==> config.mk <==
export PLATFORM = sky130hd
export DESIGN_NAME = maf_pipe_sched
export DESIGN_NICKNAME = d
export VERILOG_FILES = /design/src/rtl/maf_pipe_sched.sv
export SDC_FILE = /design/constraint.sdc
export NUM_CORES = 1
export LEC_CHECK = 0
export BUFFER_PORTS_ARGS = -buffer_cell sky130_fd_sc_hd__buf_2
export CAP_MARGIN = 10
export CORE_MARGIN = 5
export CORE_UTILIZATION = 45
export DETAILED_ROUTE_END_ITERATION = 16
export GPL_TIMING_DRIVEN = 1
export HOLD_SLACK_MARGIN = 0.05
export PLACE_DENSITY_LB_ADDON = 0.3
export SYNTH_ARGS = -nofsm -noshare
export SYNTH_HDL_FRONTEND = slang
export SYNTH_SLANG_ARGS = --single-unit
==> constraint.sdc <==
create_clock -name i_clk -period 5.7 [get_ports i_clk]
set_input_delay 1.14 -clock i_clk [delete_from_list [all_inputs] [get_ports i_clk]]
set_output_delay 1.14 -clock i_clk [all_outputs]
set_load 0.1 [all_outputs]
==> src/rtl/maf_pipe_sched.sv <==
// rtl/maf_pipe_sched.sv - round-robin multi-pass issue scheduler and stage tracker for the MAF pipeline
// Grants one of NREQ requesters, issues its op as P passes into T1, and tracks tags down to T4.
module maf_pipe_sched #(
  parameter int NREQ   = 3,
  parameter int STAGES = 5,
  parameter int CW     = 3
) (
  input  logic                 i_clk,
  input  logic                 i_rst,
  input  logic [NREQ-1:0]      i_req,
  input  logic [NREQ*CW-1:0]   i_req_passes,
  input  logic                 i_out_ready,
  output logic [NREQ-1:0]      o_grant,
  output logic                 o_busy,
  output logic                 o_issue_vld,
  output logic                 o_S_A,
  output logic                 o_S_B,
  output logic                 o_S_C,
  output logic                 o_S_A_H,
  output logic                 o_S_B_H,
  output logic                 o_S_C_H,
  output logic [CW-1:0]        o_cont,
  output logic                 o_issue_last,
  output logic [STAGES-1:0]    o_stage_en,
  output logic [STAGES-1:0]    o_stage_vld,
  output logic                 o_stall,
  output logic                 o_done,
  output logic [1:0]           o_done_id
);

  localparam int IDW = 2;

  typedef enum logic {IDLE, ISSUE} state_t;

  state_t             r_state;
  logic [IDW-1:0]     r_rr_ptr;
  logic [IDW-1:0]     r_id;
  logic [CW-1:0]      r_p;
  logic [CW-1:0]      r_cont_cnt;
  logic [STAGES-1:0]  r_vld;
  logic [STAGES-1:0]  r_tlast;
  logic [IDW-1:0]     r_tid [STAGES];

  logic               w_stall;
  logic               w_issue;
  logic               w_last;
  logic               w_do_grant;
  logic               w_win_vld;
  logic [IDW-1:0]     w_win;
  logic [IDW:0]       w_sum;
  logic [IDW-1:0]     w_cand;
  logic [CW-1:0]      w_req_p;
  logic [NREQ-1:0]    w_src;

  assign w_stall    = r_vld[STAGES-1] & ~i_out_ready;
  assign w_issue    = (r_state == ISSUE) & ~w_stall;
  assign w_last     = (r_cont_cnt == r_p - CW'(1));
  assign w_do_grant = (r_state == IDLE) & ~w_stall & w_win_vld;

  // Search downward so the candidate closest to rr_ptr is the last one written and wins.
  always_comb begin
    w_win_vld = 1'b0;
    w_win     = '0;
    w_sum     = '0;
    w_cand    = '0;
    for (int k = NREQ - 1; k >= 0; k--) begin
      w_sum = {1'b0, r_rr_ptr} + (IDW+1)'(k);
      if (w_sum >= (IDW+1)'(NREQ)) begin
        w_sum = w_sum - (IDW+1)'(NREQ);
      end
      w_cand = w_sum[IDW-1:0];
      if (i_req[w_cand]) begin
        w_win_vld = 1'b1;
        w_win     = w_cand;
      end
    end
  end

  always_comb begin
    w_req_p = '0;
    for (int i = 0; i < NREQ; i++) begin
      if (w_win == IDW'(i)) begin
        w_req_p = i_req_passes[i*CW +: CW];
      end
    end
  end

  always_ff @(posedge i_clk) begin
    if (i_rst) begin
      r_state    <= IDLE;
      r_rr_ptr   <= '0;
      r_id       <= '0;
      r_p        <= CW'(1);
      r_cont_cnt <= '0;
      r_vld      <= '0;
      r_tlast    <= '0;
      for (int k = 0; k < STAGES; k++) begin
        r_tid[k] <= '0;
      end
    end else begin
      if (!w_stall) begin
        r_vld    <= {r_vld[STAGES-2:0], w_issue};
        r_tlast  <= {r_tlast[STAGES-2:0], w_issue & w_last};
        r_tid[0] <= r_id;
        for (int k = 1; k < STAGES; k++) begin
          r_tid[k] <= r_tid[k-1];
        end
      end
      case (r_state)
        IDLE: begin
          if (w_do_grant) begin
            r_id       <= w_win;
            r_p        <= (w_req_p == '0) ? CW'(1) : w_req_p;
            r_rr_ptr   <= (w_win == IDW'(NREQ-1)) ? '0 : w_win + IDW'(1);
            r_cont_cnt <= '0;
            r_state    <= ISSUE;
          end
        end
        ISSUE: begin
          if (!w_stall) begin
            if (w_last) begin
              r_state <= IDLE;
            end else begin
              r_cont_cnt <= r_cont_cnt + CW'(1);
            end
          end
        end
        default: r_state <= IDLE;
      endcase
    end
  end

  assign w_src        = w_issue ? (NREQ'(1) << r_id) : '0;
  assign o_grant      = w_do_grant ? (NREQ'(1) << w_win) : '0;
  assign o_issue_vld  = w_issue;
  assign o_issue_last = w_issue & w_last;
  assign o_S_A        = w_src[0];
  assign o_S_B        = w_src[1];
  assign o_S_C        = w_src[2];
  assign o_S_A_H      = w_src[0] & o_issue_last;
  assign o_S_B_H      = w_src[1] & o_issue_last;
  assign o_S_C_H      = w_src[2] & o_issue_last;
  // cont stays visible while an issue is stalled so the pending pass index is observable.
  assign o_cont       = (r_state == ISSUE) ? r_cont_cnt : '0;
  assign o_stall      = w_stall;
  assign o_stage_en   = {STAGES{~w_stall}};
  assign o_stage_vld  = r_vld;
  assign o_busy       = (r_state == ISSUE) | (|r_vld);
  assign o_done       = r_vld[STAGES-1] & r_tlast[STAGES-1] & i_out_ready;
  assign o_done_id    = r_tid[STAGES-1];

endmodule

; Word-level counts from Yosys, hierarchy flattened
; Memories as Yosys holds them, arrays and structs flattened.
; Cells that the tools add are included.
[op_classes]
eq_ne = 6
shift = 2
bitwise_logic = 19
add_sub_neg = 8
order_cmp = 6
n_reduce_logical = 5
mux = 41
[ops]
columns = cell, n
row1 = two-way mux 3 bit, 10
row2 = two-way mux 2 bit, 12
row3 = two-way mux 1 bit, 14
row4 = AND 1 bit, 10
row5 = "< comparator 2 x 3 -> 1 bit, second input constant", 3
row6 = binary-select mux 1 bit (select 2 bit), 3
row7 = "greater-or-equal comparator 3 x 2 -> 1 bit, second input constant", 2
row8 = "inequality test 2 bit, second input constant", 3
row9 = OR 1 bit, 6
row10 = one-hot mux 3 bit (2 select lines), 1
row11 = "left shift 1 x 2 -> 3 bit, first input constant", 2
row12 = "subtractor 2 bit, second input constant", 3
row13 = OR reduction 5 bit, 1
row14 = "adder 2 x 1 -> 3 bit, second input constant", 1
row15 = "adder 2 x 2 -> 3 bit, second input constant", 1
row16 = "adder 3 x 1 -> 3 bit, second input constant", 1
row17 = equality test 3 bit, 1
row18 = zero test 3 bit, 1
row19 = NOT 1 bit, 3
row20 = AND reduction 3 bit, 1
row21 = "subtractor 3 x 1 -> 3 bit, second input constant", 1
row22 = "adder 2 x 1 -> 2 bit, second input constant", 1
row23 = "equality test 2 x 1 -> 1 bit, second input constant", 1
row24 = "equality test 2 bit, second input constant", 1
row25 = other kinds (4), 4
[word_totals]
inputBits = 15
output_inout_bits = 29
register_bits = 21
ramBits = 10
mem_count = 1
word_cells = 95
[mem_list]
columns = memory, depth, width, read_ports, rd_ports_with_merged_regs, write_ports, line_no
row1 = r_tid, 5, 2, 5, 0, 5, 42  ; logic [IDW-1:0] r_tid [STAGES];

; Depth between registers and ports, before layout
[logic_depth]
depth_word = 14
depth_mapped = 8

; Least setup slack after synthesis
; No wires, ideal clock.
[synth_timing]
kind = input-to-output
startpoint = in i_out_ready
endpoint = out o_S_C_H
path_buffers = 0
path_slack_ps = -646
arrival_time_ps = 5206
cell_stages = 4
path_cell_list = nand2b_1 nand2_1 nor3b_1 nor2b_1
[synth_between]
elab_chain_cells = 6
elab_cells_between_ends = 7
classes_between = 1 x mux / 6 x bitwise
[synth_rtl]
columns = item, line_no
row1 = from (decl), 12  ; input logic i_out_ready,
row2 = NOT 1 bit, 55  ; assign w_stall = r_vld[STAGES-1] & ~i_out_ready;
row3 = AND 1 bit, 55
row4 = NOT 1 bit, 56  ; assign w_issue = (r_state == ISSUE) & ~w_stall;
row5 = AND 1 bit, 56
row6 = two-way mux 3 bit, 133  ; assign w_src = w_issue ? (NREQ'(1) << r_id) : '0;
row7 = net o_S_C, 18  ; output logic o_S_C,
row8 = AND 1 bit, 142  ; assign o_S_C_H = w_src[2] & o_issue_last;
row9 = to (decl), 21  ; output logic o_S_C_H,
; The timed path passes the listed nets, and every way through them passes these cells.

; Worst setup path after layout
[layout_timing]
startpoint = in i_out_ready
endpoint = out o_grant[1]
[layout_between]
elab_chain_cells = 6
[layout_rtl]
columns = item, line_no
row1 = NOT 1 bit, 55
row2 = AND 1 bit, 55
row3 = NOT 1 bit, 58  ; assign w_do_grant = (r_state == IDLE) & ~w_stall & w_win_vld;
row4 = AND 1 bit (2 in series), 58
row5 = two-way mux 3 bit, 134  ; assign o_grant = w_do_grant ? (NREQ'(1) << w_win) : '0;
row6 = to (decl), 13  ; output logic [NREQ-1:0] o_grant,
; No other way between the ends.

==> impl_metrics.tcl <==
set metrics [dict create \
    grt_max_degree 26 \
    slew_viol_final 0 \
    die_w_microns 72.5 \
    worstMarginPinSlew_ns 0.684 \
    hpwl_microns 2780 \
    met1_length_microns 1650 \
    ant_nets 0 \
    yosys_warnings 0 \
    clock_latency_ns 0.28 \
    max_slew_margin_pct 54.4 \
    die_h_microns 72.5 \
    routed-wl-met2_microns 1850 \
    grt_pass1_vias 1388 \
    gp_congestion 0.866 \
    status "finished, final reports clean" \
    cp-start-kind "input port" \
    cp.arrival_ns 3.45 \
    grtUsageTotal_pct 14.8 \
    dpl_cell_area_sq_mm 0.00195 \
    min_path_cells 2 \
    io_pins 44 \
    ys_ff_latch 31 \
    synth_xor_area_share_pct 2.84 \
    coreArea_sq_mm 0.00372 \
    irDropWorstVdd_uv 227 \
    via_per_inst 5.23 \
    cts_resized 0 \
    topRoutingLayerUsed "met4" \
    rows 22 \
    synthCells 194 \
    clk_pin_slew_worst_paths_ns 0.06 \
    endpoint_kind "output port" \
    num_vias 1453 \
    holdCritPathClass "reg2reg" \
    finalHoldViolCount 0 \
    critPathMaxStageDelay_ns 0.71 \
    critPathSlowestCell "a311oi_2" \
    areaGrowthSynthToFinish_pct 17.2 \
    wl_microns 3690 \
    reg2reg_depth 7 \
    post_synth_fa_ha_maj_area_fraction_pct 3.55 \
    htree_levels 2 \
    cts_sinks 31 \
    synth_top_cell_by_area "dfxtp_1" \
    netlist_area_sq_mm 0.00176 \
    synth_top_area_share_pct 23.9 \
    synth_area_leaders "dfxtp_1 (24%), edfxtp_1 (17%), nand2_1 (5.5%)" \
    initial_core_util_pct 47.4 \
    clk_path_buf_depth 2 \
    cts_buffers 5 \
    dieArea_sq_mm 0.00526 \
    grt-ovfl-total 0 \
    post-cts-setup-buffers 0 \
    fin_crit_sh_pct 80.5 \
    power_density_mw_per_mm2 611 \
    leakage_nw 0.924 \
    cts_tree "yes" \
    synthSimpleGateAreaFrac_pct 27.6 \
    avgRoutedWirePerCell_microns 13.3 \
    max_freq_mhz 218 \
    fin_crit_ns 4.59 \
    holdBufCountCts 0 \
    synth.net_count 214 \
    setup_viol 0 \
    synth_top_family_by_area "simple AND/OR/NAND/NOR gates" \
    skew_ns 0.00211 \
    first_pass_iters 4 \
    portBuffers 43 \
    holdWs_ns 0.461 \
    critPathMaxFanout 17 \
    cp_cell_sequence "buf_2 -> nand2b_1 -> inv_1 -> a311oi_2 -> nand2_1 -> inv_1 -> buf_2" \
    design_area_sq_mm 0.00206 \
    synth.mux.area_fraction_pct 1.14 \
    setup_tns_ns 0 \
    final_nets 249 \
    worst-path-buf-inv 4 \
    synth_area_per_cell_sq_um 9.07 \
    drive_gt1_share_pct 27.0 \
    grt_pass1_wl_microns 6130 \
    cts_root_buffer "clkbuf_8" \
    synth_cell_types 51 \
    antenna_found_initial 0 \
    crit_required_ns 4.56 \
    seq_area_frac_synth_pct 40.9 \
    crit_family "buffers and inverters" \
    drcViolationCount 0 \
    dr_wl_met3_microns 128 \
    path_depth 7 \
    rsz0062_at_grt "no" \
    synth_compound_area_share_pct 16.4 \
    path_class "in2out" \
    drt_iter0_drc 56 \
    n_antenna_cell 0 \
    cap_viol_max_count 0 \
]
final cells by class:
| cell class | count | area (sq um) |
|---|---|---|
| clock buffer | 6 | 82.6 |
| clock inverter | 2 | 35.0 |
| fill | 359 | 1650 |
| inverter | 10 | 37.5 |
| multi-input combinational | 138 | 912 |
| sequential | 31 | 721 |
| tap | 48 | 60.1 |
| timing repair buffer | 43 | 215 |
flip-flops by register name (all words and copies together), names as in the netlist:
register     count
r_p              3
r_cont_cnt       3
r_tid           10
o_stage_vld      5
r_id             2
r_rr_ptr         2
r_tlast          5
r_state          1
path summary, 6_finish.rpt:
kind                                  from                       to  slack, ns
setup / recovery               i_out_ready               o_grant[1]       1.11
setup reg to reg  r_rr_ptr[0]$_SDFFE_PP0P_      r_p[0]$_SDFFE_PP1P_       3.34
hold / removal     r_tlast[0]$_SDFFE_PP0N_  r_tlast[1]$_SDFFE_PP0N_       0.46
hold reg to reg    r_tlast[0]$_SDFFE_PP0N_  r_tlast[1]$_SDFFE_PP0N_       0.46
synthesized netlist by cell type, drive strengths merged:
cell type	count
o22ai	1
mux2i	2
a311o	1
and3	1
a2bb2oi	1
and2	14
and4b	1
o221a	1
nor4b	1
nand4	2
edfxtp	10
nand2b	3
nor3b	3
xor3	1
inv	10
nand2	26
a22oi	2
o21ai	5
nand3	1
nor2b	7
and2b	3
ha	5
clkbuf	6
xnor2	2
o311ai	1
buf	9
o21a	1
a311oi	3
or2	1
or3	2
o221ai	1
nor3	2
nor4	5
a21boi	1
dfxtp	21
nor2	14
xor2	1
o2111ai	3
o32ai	1
o31ai	1
and4bb	1
a21oi	17
layer usage:
metal	GRT usage [%]	up-vias
met5	0	-
met4	7.38	0
li1	-	745
met3	3.60	4
met2	24.4	34
met1	17.9	670
per-stage QoR:
step | cells | power (W) | util (%) | setup slack [ns]
2_1_floorplan | 194 | 0.000947 | - | 0.276
3_3_place_gp | 270 | 0.00104 | 52.4 | 1.14
3_5_place_dp | 270 | 0.00104 | 52.4 | 1.11
4_1_cts | 278 | 0.00127 | 55.5 | 1.11
5_1_grt | 278 | 0.00133 | 55.5 | 0.816
6_report | 278 | 0.00126 | 55.5 | 1.11
tightest hold or removal path: stages (launching register included):
cell     delay, ns
dfxtp_1       0.31
nand2_1       0.05
a21oi_1       0.05
cells by family (layout without fill, tap and decap cells):
kind of cell | after synthesis | after routing
and+or+nand+nor | 87 | 87
AOI/OAI and AO/OA | 40 | 40
DFF | 31 | 31
buffers and inverters | 25 | 61
adders and majority gates | 5 | 5
xor gates and xnor gates | 4 | 4
muxes | 2 | 2
power breakdown:
part	internal, W	switching (W)
Sequential	0.000268	0.0000408
Clock	0.000141	0.0000790
Combinational	0.000203	0.000528
Total	0.000612	0.000648
placed cells by master, fill, tap and decap left out, types with 2 or more instances in the layout:
cell type,n
a311oi_1,2
dfxtp_1,21
nand4_1,2
buf_2,43
xnor2_1,2
nor2_1,14
inv_1,10
mux2i_1,2
a21oi_1,16
nand2_1,26
nor4_1,4
nor3_1,2
o2111ai_1,3
clkbuf_8,6
and2_1,14
ha_1,5
edfxtp_1,10
a22oi_1,2
o21ai_1,2
nor3b_1,2
and2b_1,2
o21ai_0,3
nand2b_1,3
nor2b_1,6
Note: power is estimated with default switching activity, not from simulation.
